--- src/rtl/hsv_core_pkg.sv ---
// Shared types for the CSR register-file bus arbiter.
package hsv_core_pkg;

    localparam int unsigned CSR_ADDR_W = 16;
    localparam int unsigned CSR_DATA_W = 32;

    typedef enum logic [0:0] {
        IDLE     = 1'b0,
        WAIT_ACK = 1'b1
    } csr_arb_state_t;

    typedef struct packed {
        logic                  is_wr;
        logic [CSR_ADDR_W-1:0] addr;
        logic [CSR_DATA_W-1:0] wr_data;
        logic [CSR_DATA_W-1:0] wr_biten;
    } csr_bus_req_t;

endpackage

--- src/rtl/hsv_core_rr_arbiter.sv ---
// Combinational round-robin pick: first asserted request at or after ptr_i, wrapping modulo N.
module hsv_core_rr_arbiter #(
    parameter int unsigned N = 2,
    localparam int unsigned IW = (N > 1) ? $clog2(N) : 1
) (
    input  logic [N-1:0]  req_i,
    input  logic [IW-1:0] ptr_i,
    output logic [N-1:0]  gnt_o,
    output logic [IW-1:0] idx_o,
    output logic          valid_o
);

    always_comb begin : p_pick
        int unsigned j;
        j       = 0;
        gnt_o   = '0;
        idx_o   = '0;
        valid_o = 1'b0;
        for (int unsigned i = 0; i < N; i++) begin
            j = (32'(ptr_i) + i) % N;
            if (!valid_o && req_i[j[IW-1:0]]) begin
                valid_o            = 1'b1;
                idx_o              = j[IW-1:0];
                gnt_o[j[IW-1:0]]   = 1'b1;
            end
        end
    end

endmodule

--- src/rtl/hsv_core_ctrlstatus_regs_arbiter.sv ---
// Round-robin arbiter sharing the CSR register-file bus among N_REQ requesters, one transaction
// outstanding at a time. Optional ack timeout is enabled with `define HSV_CSR_ARB_TIMEOUT_EN.
module hsv_core_ctrlstatus_regs_arbiter
    import hsv_core_pkg::*;
#(
    parameter int unsigned N_REQ          = 2,
    parameter int unsigned TIMEOUT_CYCLES = 255
) (
    input  logic                  clk_core,
    input  logic                  rst_core_n,

    input  logic [N_REQ-1:0]      up_req,
    input  logic [N_REQ-1:0]      up_is_wr,
    input  logic [N_REQ*16-1:0]   up_addr,
    input  logic [N_REQ*32-1:0]   up_wr_data,
    input  logic [N_REQ*32-1:0]   up_wr_biten,
    output logic [N_REQ-1:0]      up_stall_rd,
    output logic [N_REQ-1:0]      up_stall_wr,
    output logic [N_REQ-1:0]      up_rd_ack,
    output logic [N_REQ-1:0]      up_rd_err,
    output logic [N_REQ-1:0]      up_wr_ack,
    output logic [N_REQ-1:0]      up_wr_err,
    output logic [31:0]           up_rd_data,

    output logic                  regs_req,
    output logic                  regs_req_is_wr,
    output logic [15:0]           regs_addr,
    output logic [31:0]           regs_wr_data,
    output logic [31:0]           regs_wr_biten,
    input  logic                  regs_req_stall_rd,
    input  logic                  regs_req_stall_wr,
    input  logic                  regs_rd_ack,
    input  logic                  regs_rd_err,
    input  logic [31:0]           regs_rd_data,
    input  logic                  regs_wr_ack,
    input  logic                  regs_wr_err
);

    localparam int unsigned IW = (N_REQ > 1) ? $clog2(N_REQ) : 1;

    csr_arb_state_t  state_q, state_d;
    logic [IW-1:0]   rr_ptr_q, rr_ptr_d;
    logic [IW-1:0]   owner_q, owner_d;

    logic [N_REQ-1:0] arb_gnt;
    logic [IW-1:0]    arb_idx;
    logic             arb_valid;

    csr_bus_req_t     req_arr [N_REQ];
    csr_bus_req_t     win;
    logic             accept;
    logic             ack_en;
    logic [IW-1:0]    ack_idx;

`ifdef HSV_CSR_ARB_TIMEOUT_EN
    localparam int unsigned CNT_W = (TIMEOUT_CYCLES > 255) ? 16 : 8;

    // Only the timeout path needs to know which ack kind to fake.
    logic             owner_is_wr_q, owner_is_wr_d;
    logic [CNT_W-1:0] cnt_q, cnt_d;
    logic             timeout;
`endif

    function automatic logic [IW-1:0] next_idx(input logic [IW-1:0] i);
        if (32'(i) == N_REQ - 1) begin
            return '0;
        end
        return i + 1'b1;
    endfunction

    always_comb begin
        for (int unsigned i = 0; i < N_REQ; i++) begin
            req_arr[i].is_wr    = up_is_wr[i];
            req_arr[i].addr     = up_addr[i*CSR_ADDR_W +: CSR_ADDR_W];
            req_arr[i].wr_data  = up_wr_data[i*CSR_DATA_W +: CSR_DATA_W];
            req_arr[i].wr_biten = up_wr_biten[i*CSR_DATA_W +: CSR_DATA_W];
        end
    end

    hsv_core_rr_arbiter #(
        .N (N_REQ)
    ) u_rr_arbiter (
        .req_i   (up_req),
        .ptr_i   (rr_ptr_q),
        .gnt_o   (arb_gnt),
        .idx_o   (arb_idx),
        .valid_o (arb_valid)
    );

    assign win        = req_arr[arb_idx];
    assign up_rd_data = regs_rd_data;

    always_comb begin
        state_d        = state_q;
        rr_ptr_d       = rr_ptr_q;
        owner_d        = owner_q;
        regs_req       = 1'b0;
        regs_req_is_wr = 1'b0;
        regs_addr      = '0;
        regs_wr_data   = '0;
        regs_wr_biten  = '0;
        up_stall_rd    = '1;
        up_stall_wr    = '1;
        up_rd_ack      = '0;
        up_rd_err      = '0;
        up_wr_ack      = '0;
        up_wr_err      = '0;
        accept         = 1'b0;
        ack_en         = 1'b0;
        ack_idx        = owner_q;
`ifdef HSV_CSR_ARB_TIMEOUT_EN
        owner_is_wr_d  = owner_is_wr_q;
        cnt_d          = cnt_q;
        timeout        = 1'b0;
`endif

        case (state_q)
            IDLE: begin
                if (arb_valid) begin
                    regs_req       = 1'b1;
                    regs_req_is_wr = win.is_wr;
                    regs_addr      = win.addr;
                    regs_wr_data   = win.wr_data;
                    regs_wr_biten  = win.wr_biten;
                    up_stall_rd    = ~arb_gnt | {N_REQ{regs_req_stall_rd}};
                    up_stall_wr    = ~arb_gnt | {N_REQ{regs_req_stall_wr}};
                    accept         = ~(win.is_wr ? regs_req_stall_wr : regs_req_stall_rd);
                end
                // Acks with nothing accepted are stray and dropped.
                if (accept) begin
                    owner_d = arb_idx;
`ifdef HSV_CSR_ARB_TIMEOUT_EN
                    owner_is_wr_d = win.is_wr;
                    cnt_d         = '0;
`endif
                    if (regs_rd_ack || regs_wr_ack) begin
                        ack_en   = 1'b1;
                        ack_idx  = arb_idx;
                        rr_ptr_d = next_idx(arb_idx);
                    end else begin
                        state_d = WAIT_ACK;
                    end
                end
            end
            WAIT_ACK: begin
                if (regs_rd_ack || regs_wr_ack) begin
                    ack_en   = 1'b1;
                    rr_ptr_d = next_idx(owner_q);
                    state_d  = IDLE;
                end
`ifdef HSV_CSR_ARB_TIMEOUT_EN
                else if (cnt_q == CNT_W'(TIMEOUT_CYCLES - 1)) begin
                    timeout  = 1'b1;
                    rr_ptr_d = next_idx(owner_q);
                    state_d  = IDLE;
                end else begin
                    cnt_d = cnt_q + 1'b1;
                end
`endif
            end
            default: state_d = IDLE;
        endcase

        // Downstream ack kind is forwarded as received, even if it mismatches the request.
        if (ack_en) begin
            up_rd_ack[ack_idx] = regs_rd_ack;
            up_rd_err[ack_idx] = regs_rd_ack & regs_rd_err;
            up_wr_ack[ack_idx] = regs_wr_ack;
            up_wr_err[ack_idx] = regs_wr_ack & regs_wr_err;
        end
`ifdef HSV_CSR_ARB_TIMEOUT_EN
        if (timeout) begin
            up_rd_ack[owner_q] = ~owner_is_wr_q;
            up_rd_err[owner_q] = ~owner_is_wr_q;
            up_wr_ack[owner_q] = owner_is_wr_q;
            up_wr_err[owner_q] = owner_is_wr_q;
        end
`endif

        if (!rst_core_n) begin
            regs_req       = 1'b0;
            regs_req_is_wr = 1'b0;
            regs_addr      = '0;
            regs_wr_data   = '0;
            regs_wr_biten  = '0;
            up_stall_rd    = '1;
            up_stall_wr    = '1;
            up_rd_ack      = '0;
            up_rd_err      = '0;
            up_wr_ack      = '0;
            up_wr_err      = '0;
        end
    end

    always_ff @(posedge clk_core) begin
        if (!rst_core_n) begin
            state_q  <= IDLE;
            rr_ptr_q <= '0;
            owner_q  <= '0;
        end else begin
            state_q  <= state_d;
            rr_ptr_q <= rr_ptr_d;
            owner_q  <= owner_d;
        end
    end

`ifdef HSV_CSR_ARB_TIMEOUT_EN
    always_ff @(posedge clk_core) begin
        if (!rst_core_n) begin
            owner_is_wr_q <= 1'b0;
            cnt_q         <= '0;
        end else begin
            owner_is_wr_q <= owner_is_wr_d;
            cnt_q         <= cnt_d;
        end
    end
`endif

endmodule

--- config.mk ---
export PLATFORM = sky130hd
export DESIGN_NAME = hsv_core_ctrlstatus_regs_arbiter
export DESIGN_NICKNAME = d
export VERILOG_FILES = /design/src/rtl/hsv_core_pkg.sv /design/src/rtl/hsv_core_rr_arbiter.sv /design/src/rtl/hsv_core_ctrlstatus_regs_arbiter.sv
export SDC_FILE = /design/constraint.sdc
export NUM_CORES = 1
export LEC_CHECK = 0
export CAP_MARGIN = 20
export CORE_AREA = 2 2 127 129
export CTS_BUF_LIST = sky130_fd_sc_hd__clkbuf_4 sky130_fd_sc_hd__clkbuf_8
export CTS_CLUSTER_SIZE = 40
export DETAILED_ROUTE_END_ITERATION = 6
export DIE_AREA = 0 0 129 131
export PLACE_DENSITY_LB_ADDON = 0.15
export SLEW_MARGIN = 20
export SYNTH_ARGS = -nofsm -noshare
export SYNTH_HDL_FRONTEND = slang
export SYNTH_SLANG_ARGS = --single-unit
--- constraint.sdc ---
create_clock -name clk_core -period 5.9 [get_ports clk_core]
set_input_delay 1.18 -clock clk_core [delete_from_list [all_inputs] [get_ports clk_core]]
set_output_delay 1.18 -clock clk_core [all_outputs]
set_load 0.01 [all_outputs]
# ---- Word level (Yosys, flattened, before mapping)
# Index checks and enable logic that the tools add are counted.
dict set report word_totals {
  reg_bits 3
  in_bits 204
  out_inout_bits 126
}
dict set report classes {
  n_addsub 3
  magnitude_cmp 7
  n_eq_ne 3
  n_mux 75
  bitwise 13
  n_reduce_logical 8
}
# operator n
set ops {}
lappend ops {{81-bit 2-to-1 mux} 3}
lappend ops {{32-bit 2-to-1 mux} 6}
lappend ops {{16-bit 2-to-1 mux} 3}
lappend ops {{1-bit 2-to-1 mux} 41}
lappend ops {{2-bit 2-to-1 mux} 16}
lappend ops {{2-bit AND} 4}
lappend ops {{1-bit by 2-bit less-than comparator with 1-bit output, second input constant} 3}
lappend ops {{2-bit OR} 3}
lappend ops {{1-bit case mux with 2 select lines} 3}
lappend ops {{1-bit logical AND} 4}
lappend ops {{2-bit inequality test, second input constant} 2}
lappend ops {{1-bit adder, second input constant} 3}
lappend ops {{1-bit demux with 1-bit select} 3}
lappend ops {{1-bit greater-or-equal comparator, second input constant} 3}
lappend ops {{3-bit AND reduction} 1}
lappend ops {{1-bit AND} 2}
lappend ops {{2-bit greater-or-equal comparator, second input constant} 1}
lappend ops {{2-bit by 1-bit inequality test with 1-bit output, second input constant} 1}
lappend ops {{1-bit NOT} 2}
lappend ops {{1-bit NOT with 2-bit output} 1}
lappend ops {{2-bit NOT} 1}
lappend ops {{2-bit AND reduction} 1}
lappend ops {{1-bit logical NOT} 1}
lappend ops {{1-bit logical OR} 1}

# ---- Longest topological paths before layout
dict set report logic_depth {
  ltp_word 23
  depth_mapped 6
  ltp_nobuf 5
}

# ---- Hierarchy
# A second synthesis with hierarchy kept.
dict set report unflattened {
  hier_cells 257
  area_unflattened_um2 1786.7
}
# mod n_inst cells_per_inst area_per_inst_um2 seq_area_each_um2
set modules_own_cells {}
lappend modules_own_cells {hsv_core_ctrlstatus_regs_arbiter 1 252 1754.2 60.1}
lappend modules_own_cells {hsv_core_rr_arbiter 1 5 32.5 0.0}

# ---- Worst setup path before layout
# Ideal clock, no wire load.
dict set report synth_timing {
  path_type {input port to output port}
  start {input up_req[0]}
  end {output up_rd_ack[1]}
  arrival_ps 2655
  t_required_ps 4720
  path_slack_ps 2065
  stages 5
  path_cell_list {or2b_2 > a21oi_1 > or4b_4 > or3_4 > a211oi_1}
}
dict set report synth_via {
  elab_chain_len 23
  word_cells_on_any_way 31
  cone_classes {order compare: 2; mux: 23; bitwise: 3; reduce/logical: 3}
}
# element line
set synth_rtl {}
lappend synth_rtl {{start, declared} hsv_core_ctrlstatus_regs_arbiter.sv:12} ;# input logic [N_REQ-1:0] up_req,
lappend synth_rtl {{1-bit 2-to-1 mux (not written as such) (2 in a row)} hsv_core_rr_arbiter.sv:21} ;# if (!valid_o && req_i[j[IW-1:0]]) begin
lappend synth_rtl {{1-bit 2-to-1 mux} hsv_core_rr_arbiter.sv:21}
lappend synth_rtl {{1-bit logical NOT} hsv_core_rr_arbiter.sv:21}
lappend synth_rtl {{1-bit logical AND} hsv_core_rr_arbiter.sv:21}
lappend synth_rtl {{1-bit 2-to-1 mux} hsv_core_rr_arbiter.sv:21}
lappend synth_rtl {{1-bit NOT with 2-bit output (not written as such)} hsv_core_ctrlstatus_regs_arbiter.sv:90} ;# assign win = req_arr[arb_idx];
lappend synth_rtl {{81-bit 2-to-1 mux (not written as such) (3 in a row)} hsv_core_ctrlstatus_regs_arbiter.sv:90}
lappend synth_rtl {{1-bit 2-to-1 mux} hsv_core_ctrlstatus_regs_arbiter.sv:127} ;# accept = ~(win.is_wr ? regs_req_stall_wr : regs_req_stall_rd);
lappend synth_rtl {{(+4 left out)} --}
lappend synth_rtl {{1-bit 2-to-1 mux} hsv_core_ctrlstatus_regs_arbiter.sv:117} ;# case (state_q)
lappend synth_rtl {{1-bit by 2-bit less-than comparator with 1-bit output (not written as such) / 1-bit greater-or-equal comparator (equally long branches)} hsv_core_ctrlstatus_regs_arbiter.sv:166} ;# up_rd_ack[ack_idx] = regs_rd_ack;
lappend synth_rtl {{1-bit logical AND (not written as such)} hsv_core_ctrlstatus_regs_arbiter.sv:166}
lappend synth_rtl {{1-bit 2-to-1 mux (not written as such)} hsv_core_ctrlstatus_regs_arbiter.sv:166}
lappend synth_rtl {{1-bit demux with 1-bit select} hsv_core_ctrlstatus_regs_arbiter.sv:166}
lappend synth_rtl {{2-bit AND (no line)} --}
lappend synth_rtl {{2-bit 2-to-1 mux (*)} hsv_core_ctrlstatus_regs_arbiter.sv:165} ;# if (ack_en) begin
lappend synth_rtl {{2-bit 2-to-1 mux (*)} hsv_core_ctrlstatus_regs_arbiter.sv:180} ;# if (!rst_core_n) begin
lappend synth_rtl {{end, declared} hsv_core_ctrlstatus_regs_arbiter.sv:19} ;# output logic [N_REQ-1:0] up_rd_ack,
# Every way passes the cells marked *; elsewhere a longest branch is shown, timed or not. The select of a mux whose other input is x is not followed.

# ---- Final worst setup path
dict set report layout_timing {
  start {input up_req[1]}
  end {output up_wr_ack[1]}
}
dict set report layout_via {
  elab_chain_len 23
  word_cells_on_any_way 31
  cone_classes {order compare: 2; mux: 23; bitwise: 3; reduce/logical: 3}
}
# element line
set layout_rtl {}
lappend layout_rtl {{1-bit 2-to-1 mux (not written as such) (2 in a row)} hsv_core_rr_arbiter.sv:21}
lappend layout_rtl {{1-bit 2-to-1 mux} hsv_core_rr_arbiter.sv:21}
lappend layout_rtl {{1-bit logical NOT} hsv_core_rr_arbiter.sv:21}
lappend layout_rtl {{1-bit logical AND} hsv_core_rr_arbiter.sv:21}
lappend layout_rtl {{1-bit 2-to-1 mux} hsv_core_rr_arbiter.sv:21}
lappend layout_rtl {{1-bit NOT with 2-bit output (not written as such)} hsv_core_ctrlstatus_regs_arbiter.sv:90}
lappend layout_rtl {{81-bit 2-to-1 mux (not written as such) (3 in a row)} hsv_core_ctrlstatus_regs_arbiter.sv:90}
lappend layout_rtl {{1-bit 2-to-1 mux} hsv_core_ctrlstatus_regs_arbiter.sv:127}
lappend layout_rtl {{(+4 left out)} --}
lappend layout_rtl {{1-bit 2-to-1 mux} hsv_core_ctrlstatus_regs_arbiter.sv:117}
lappend layout_rtl {{1-bit by 2-bit less-than comparator with 1-bit output (not written as such) / 1-bit greater-or-equal comparator (equally long branches)} hsv_core_ctrlstatus_regs_arbiter.sv:168} ;# up_wr_ack[ack_idx] = regs_wr_ack;
lappend layout_rtl {{1-bit logical AND (not written as such)} hsv_core_ctrlstatus_regs_arbiter.sv:168}
lappend layout_rtl {{1-bit 2-to-1 mux (not written as such)} hsv_core_ctrlstatus_regs_arbiter.sv:168}
lappend layout_rtl {{1-bit demux with 1-bit select} hsv_core_ctrlstatus_regs_arbiter.sv:168}
lappend layout_rtl {{2-bit AND (no line)} --}
lappend layout_rtl {{2-bit 2-to-1 mux (*)} hsv_core_ctrlstatus_regs_arbiter.sv:165}
lappend layout_rtl {{2-bit 2-to-1 mux (*)} hsv_core_ctrlstatus_regs_arbiter.sv:180}
lappend layout_rtl {{end, declared} hsv_core_ctrlstatus_regs_arbiter.sv:21} ;# output logic [N_REQ-1:0] up_wr_ack,
# Marked as above.

==> key figures <==
Clock tree
  • TritonCTS Sinks: 3
  • H-tree depth: 1
  • CTS tree: built
  • Cts hold-fix bufs: 0
  • CTS root buf: clkbuf_8
  • CTS clk-pin slew, worst paths: 0.03 ns
  • Clock latency on the worst-skew pair: 0.21 ns
  • Post-cts resize count: 0
  • Setup Fix Bufs, Post-CTS: 0
  • Max Root-Sink Buffers: 2
  • Num CTS Buffers: 3

STA
  • Max frequency: 197.6 MHz
  • Setup TNS: 0 ns
  • Skew final: 0.001848 ns
  • Setup Viol. Count Final: 0
  • Worst-margin pin slew: 0.8050 ns
  • Fin crit period: 5.060 ns
  • RSZ-0062 raised after global routing: false
  • Final Max Tran Viols: 0
  • Post-route clock period utilization: 85.77%
  • Slew HR: 46.33%
  • Final hold violation count: 0

Logic synthesis
  • Syn avg cell area: 4.838 µm²
  • Adder-cell area share of the yosys netlist: 0%
  • Syn Inst Count: 361
  • Synthesized flop and latch total: 3
  • Synth Net Count: 565
  • Synth warn: 0
  • Main combinational cell family by area after synthesis: simple AND/OR/NAND/NOR gates
  • Mapped Area: 1747 µm²
  • Register area share after synthesis: 3.438%
  • Count of different cell masters after synthesis: 28
  • Simple-gate share of the synthesized area: 46.06%
  • Post-synthesis xor/xnor area fraction: 0%
  • Post-synthesis compound-gate area fraction: 29.30%
  • Mux cell area share after synthesis: 0.5731%

Die
  • Total core area: 15600 µm²
  • Die Y: 131 µm
  • Die width: 129 µm
  • Die ar.: 16900 µm²
  • # IOs: 330
  • Rows: 46
  • Starting Density: 11.20%

Cells and area
  • Layout fillers: 1727
  • Share of cells above drive strength 1: 3.130%
  • Nets: 780
  • Seq. cell area: 60.06 µm²
  • Ant diodes: 0
  • P&R area growth vs syn: 153.8%
  • Most frequent cells in the layout: 265 x clkdlybuf4s50_1, 169 x nand2_1, 84 x a21oi_1
  • Multi-input logic area: 1336 µm²
  • Cell Count, Final, Fillers Out: 791
  • Most common cell after layout, fill and taps aside: clkdlybuf4s50_1
  • Final Instance Area: 4433 µm²

Setup path
  • Crit Path Category: input pin to output pin
  • CP max FO: 6
  • Reg-to-Reg Start: rr_ptr_q
  • Worst Path Required: 4.72 ns
  • Startpoint types: input pin
  • R2R setup slack: 4.04 ns
  • CP Data Arrival Time: 3.88 ns
  • Worst Reg-to-Reg Cells: 5
  • Crit path launch: up_req[1]
  • Endpoint class of the critical path: output pin

Job
  • Max_cap viols: 0

Detailed routing
  • DRT iter0 DRCs: 80
  • Drc violations: 0
  • DR WL/cell: 13.47 µm
  • Post-DRT Antenna Nets: 0
  • Total Wirelength: 10660 µm
  • Initial DRT Pass Iterations: 4
  • Vias post-DR: 3112
  • Vias per cell: 3.934

Placed design
  • Port bufs: 265
  • Placed Cells: 787
  • Placed cell areas: 4384 µm²
  • Post-DP HPWL: 8597 µm
  • Final GP Congestion: 0.7671

Hold path
  • Worst hold path class: register to register
  • Worst Hold Launch: owner_q
  • Depth of the worst hold-timing path: 2

Power and ir drop
  • Power Dens Cells: 97.52 nW/µm²
  • Leakage: 0.001666 µW
  • VDD IR max: 0.09973 mV

Global route
  • Vias in the first global route: 2794
  • Global-route wire length before repair: 14880 µm
  • Largest net degree at the start of global routing: 46
  • Initial antenna violation count: 0
  • Total GRT Usage: 10.86%
  • GRT Residual Overflow: 0

Run status
  • Status: finished clean
-- worst max-delay path, stage by stage --
cell and delay, ns:
clkdlybuf4s50_1 0.60, inv_1 0.12, o21ai_0 0.37, a21boi_0 0.29
or3_4 0.45, a211oi_1 0.27, clkdlybuf4s50_1 0.59
-- layer usage --
| layer | part of all wire [%] | GRT usage, % | vias to the layer above |
|---|---|---|---|
| met4 | 1.6 | 2.238 | 0 |
| li1 | - | - | 1571 |
| met2 | 52 | 20.42 | 157 |
| met5 | 0 | 0 | - |
| met3 | 8.2 | 2.524 | 18 |
| met1 | 39 | 12.55 | 1366 |
-- sequential cells by signal (all words and copies together) (netlist names) --
name	count
rr_ptr_q	1
owner_q	1
state_q	1
-- logic make-up (layout without fill, tap and decap cells) --
group | after synthesis | count (layout)
buf+inv | 64 | 278
compound gates | 96 | 96
flops | 3 | 3
mux | 1 | 1
simple gates | 197 | 197
-- cell type report --
cell class              instances  share of cell area [%]
well taps                     216                   6.097
clock buffers                   4                   1.101
inverters                       4                  0.3387
multi-input cells             294                   30.14
flip-flops and latches          3                   1.355
repair buffers                270                   60.97
-- per-stage QoR --
stage               utilization (%)  setup slack [ns]  power (µW)  hold slack [ns]
floorplan                         -             2.065       172.0           0.4583
global placement              28.11            0.8487       374.2           0.4958
detailed placement            28.11            0.7888       373.5           0.5002
CTS                           28.42            0.7792       440.6           0.5039
global route                  28.42            0.5870       467.7           0.5325
finish                        28.42            0.8398       432.3           0.4977
-- final timing paths --
path             endpoint
min               owner_q
max          up_wr_ack[1]
max reg2reg       owner_q
min reg2reg       owner_q
-- Yosys cell counts --
| library cell | n | share of area (%) |
|---|---|---|
| a211o_1 | 1 | 0.50 |
| a211oi_1 | 4 | 1.7 |
| a21bo_2 | 1 | 0.57 |
| a21boi_0 | 1 | 0.43 |
| a21boi_2 | 1 | 0.64 |
| a21oi_1 | 84 | 24 |
| a31oi_1 | 1 | 0.36 |
| and2b_2 | 1 | 0.50 |
| buf_1 | 5 | 1.1 |
| buf_4 | 32 | 14 |
| clkbuf_1 | 23 | 4.9 |
| dfxtp_1 | 3 | 3.4 |
| inv_1 | 4 | 0.86 |
| mux2i_1 | 1 | 0.57 |
| nand2_1 | 170 | 37 |
| nand2b_1 | 2 | 0.72 |
| nand3_1 | 3 | 0.86 |
| nand4_1 | 1 | 0.36 |
| nor2_1 | 7 | 1.5 |
| nor3_1 | 2 | 0.57 |
| nor3b_1 | 3 | 1.3 |
| nor4_1 | 4 | 1.4 |
| o21a_1 | 1 | 0.43 |
| o21ai_0 | 2 | 0.57 |
| or2_2 | 1 | 0.36 |
| or2b_2 | 1 | 0.50 |
| or3_4 | 1 | 0.64 |
| or4b_4 | 1 | 0.79 |
-- report_power, final --
part / internal, µW / leakage, µW / switching, µW / total [µW]
Combinational: 206 / 0.00162 / 140 / 346
Sequential: 22.0 / 0.0000246 / 1.80 / 23.8
Clock: 50.5 / 0.0000262 / 12.4 / 62.9
Total: 278 / 0.00167 / 154 / 432
(Power assumes the default switching activity.)
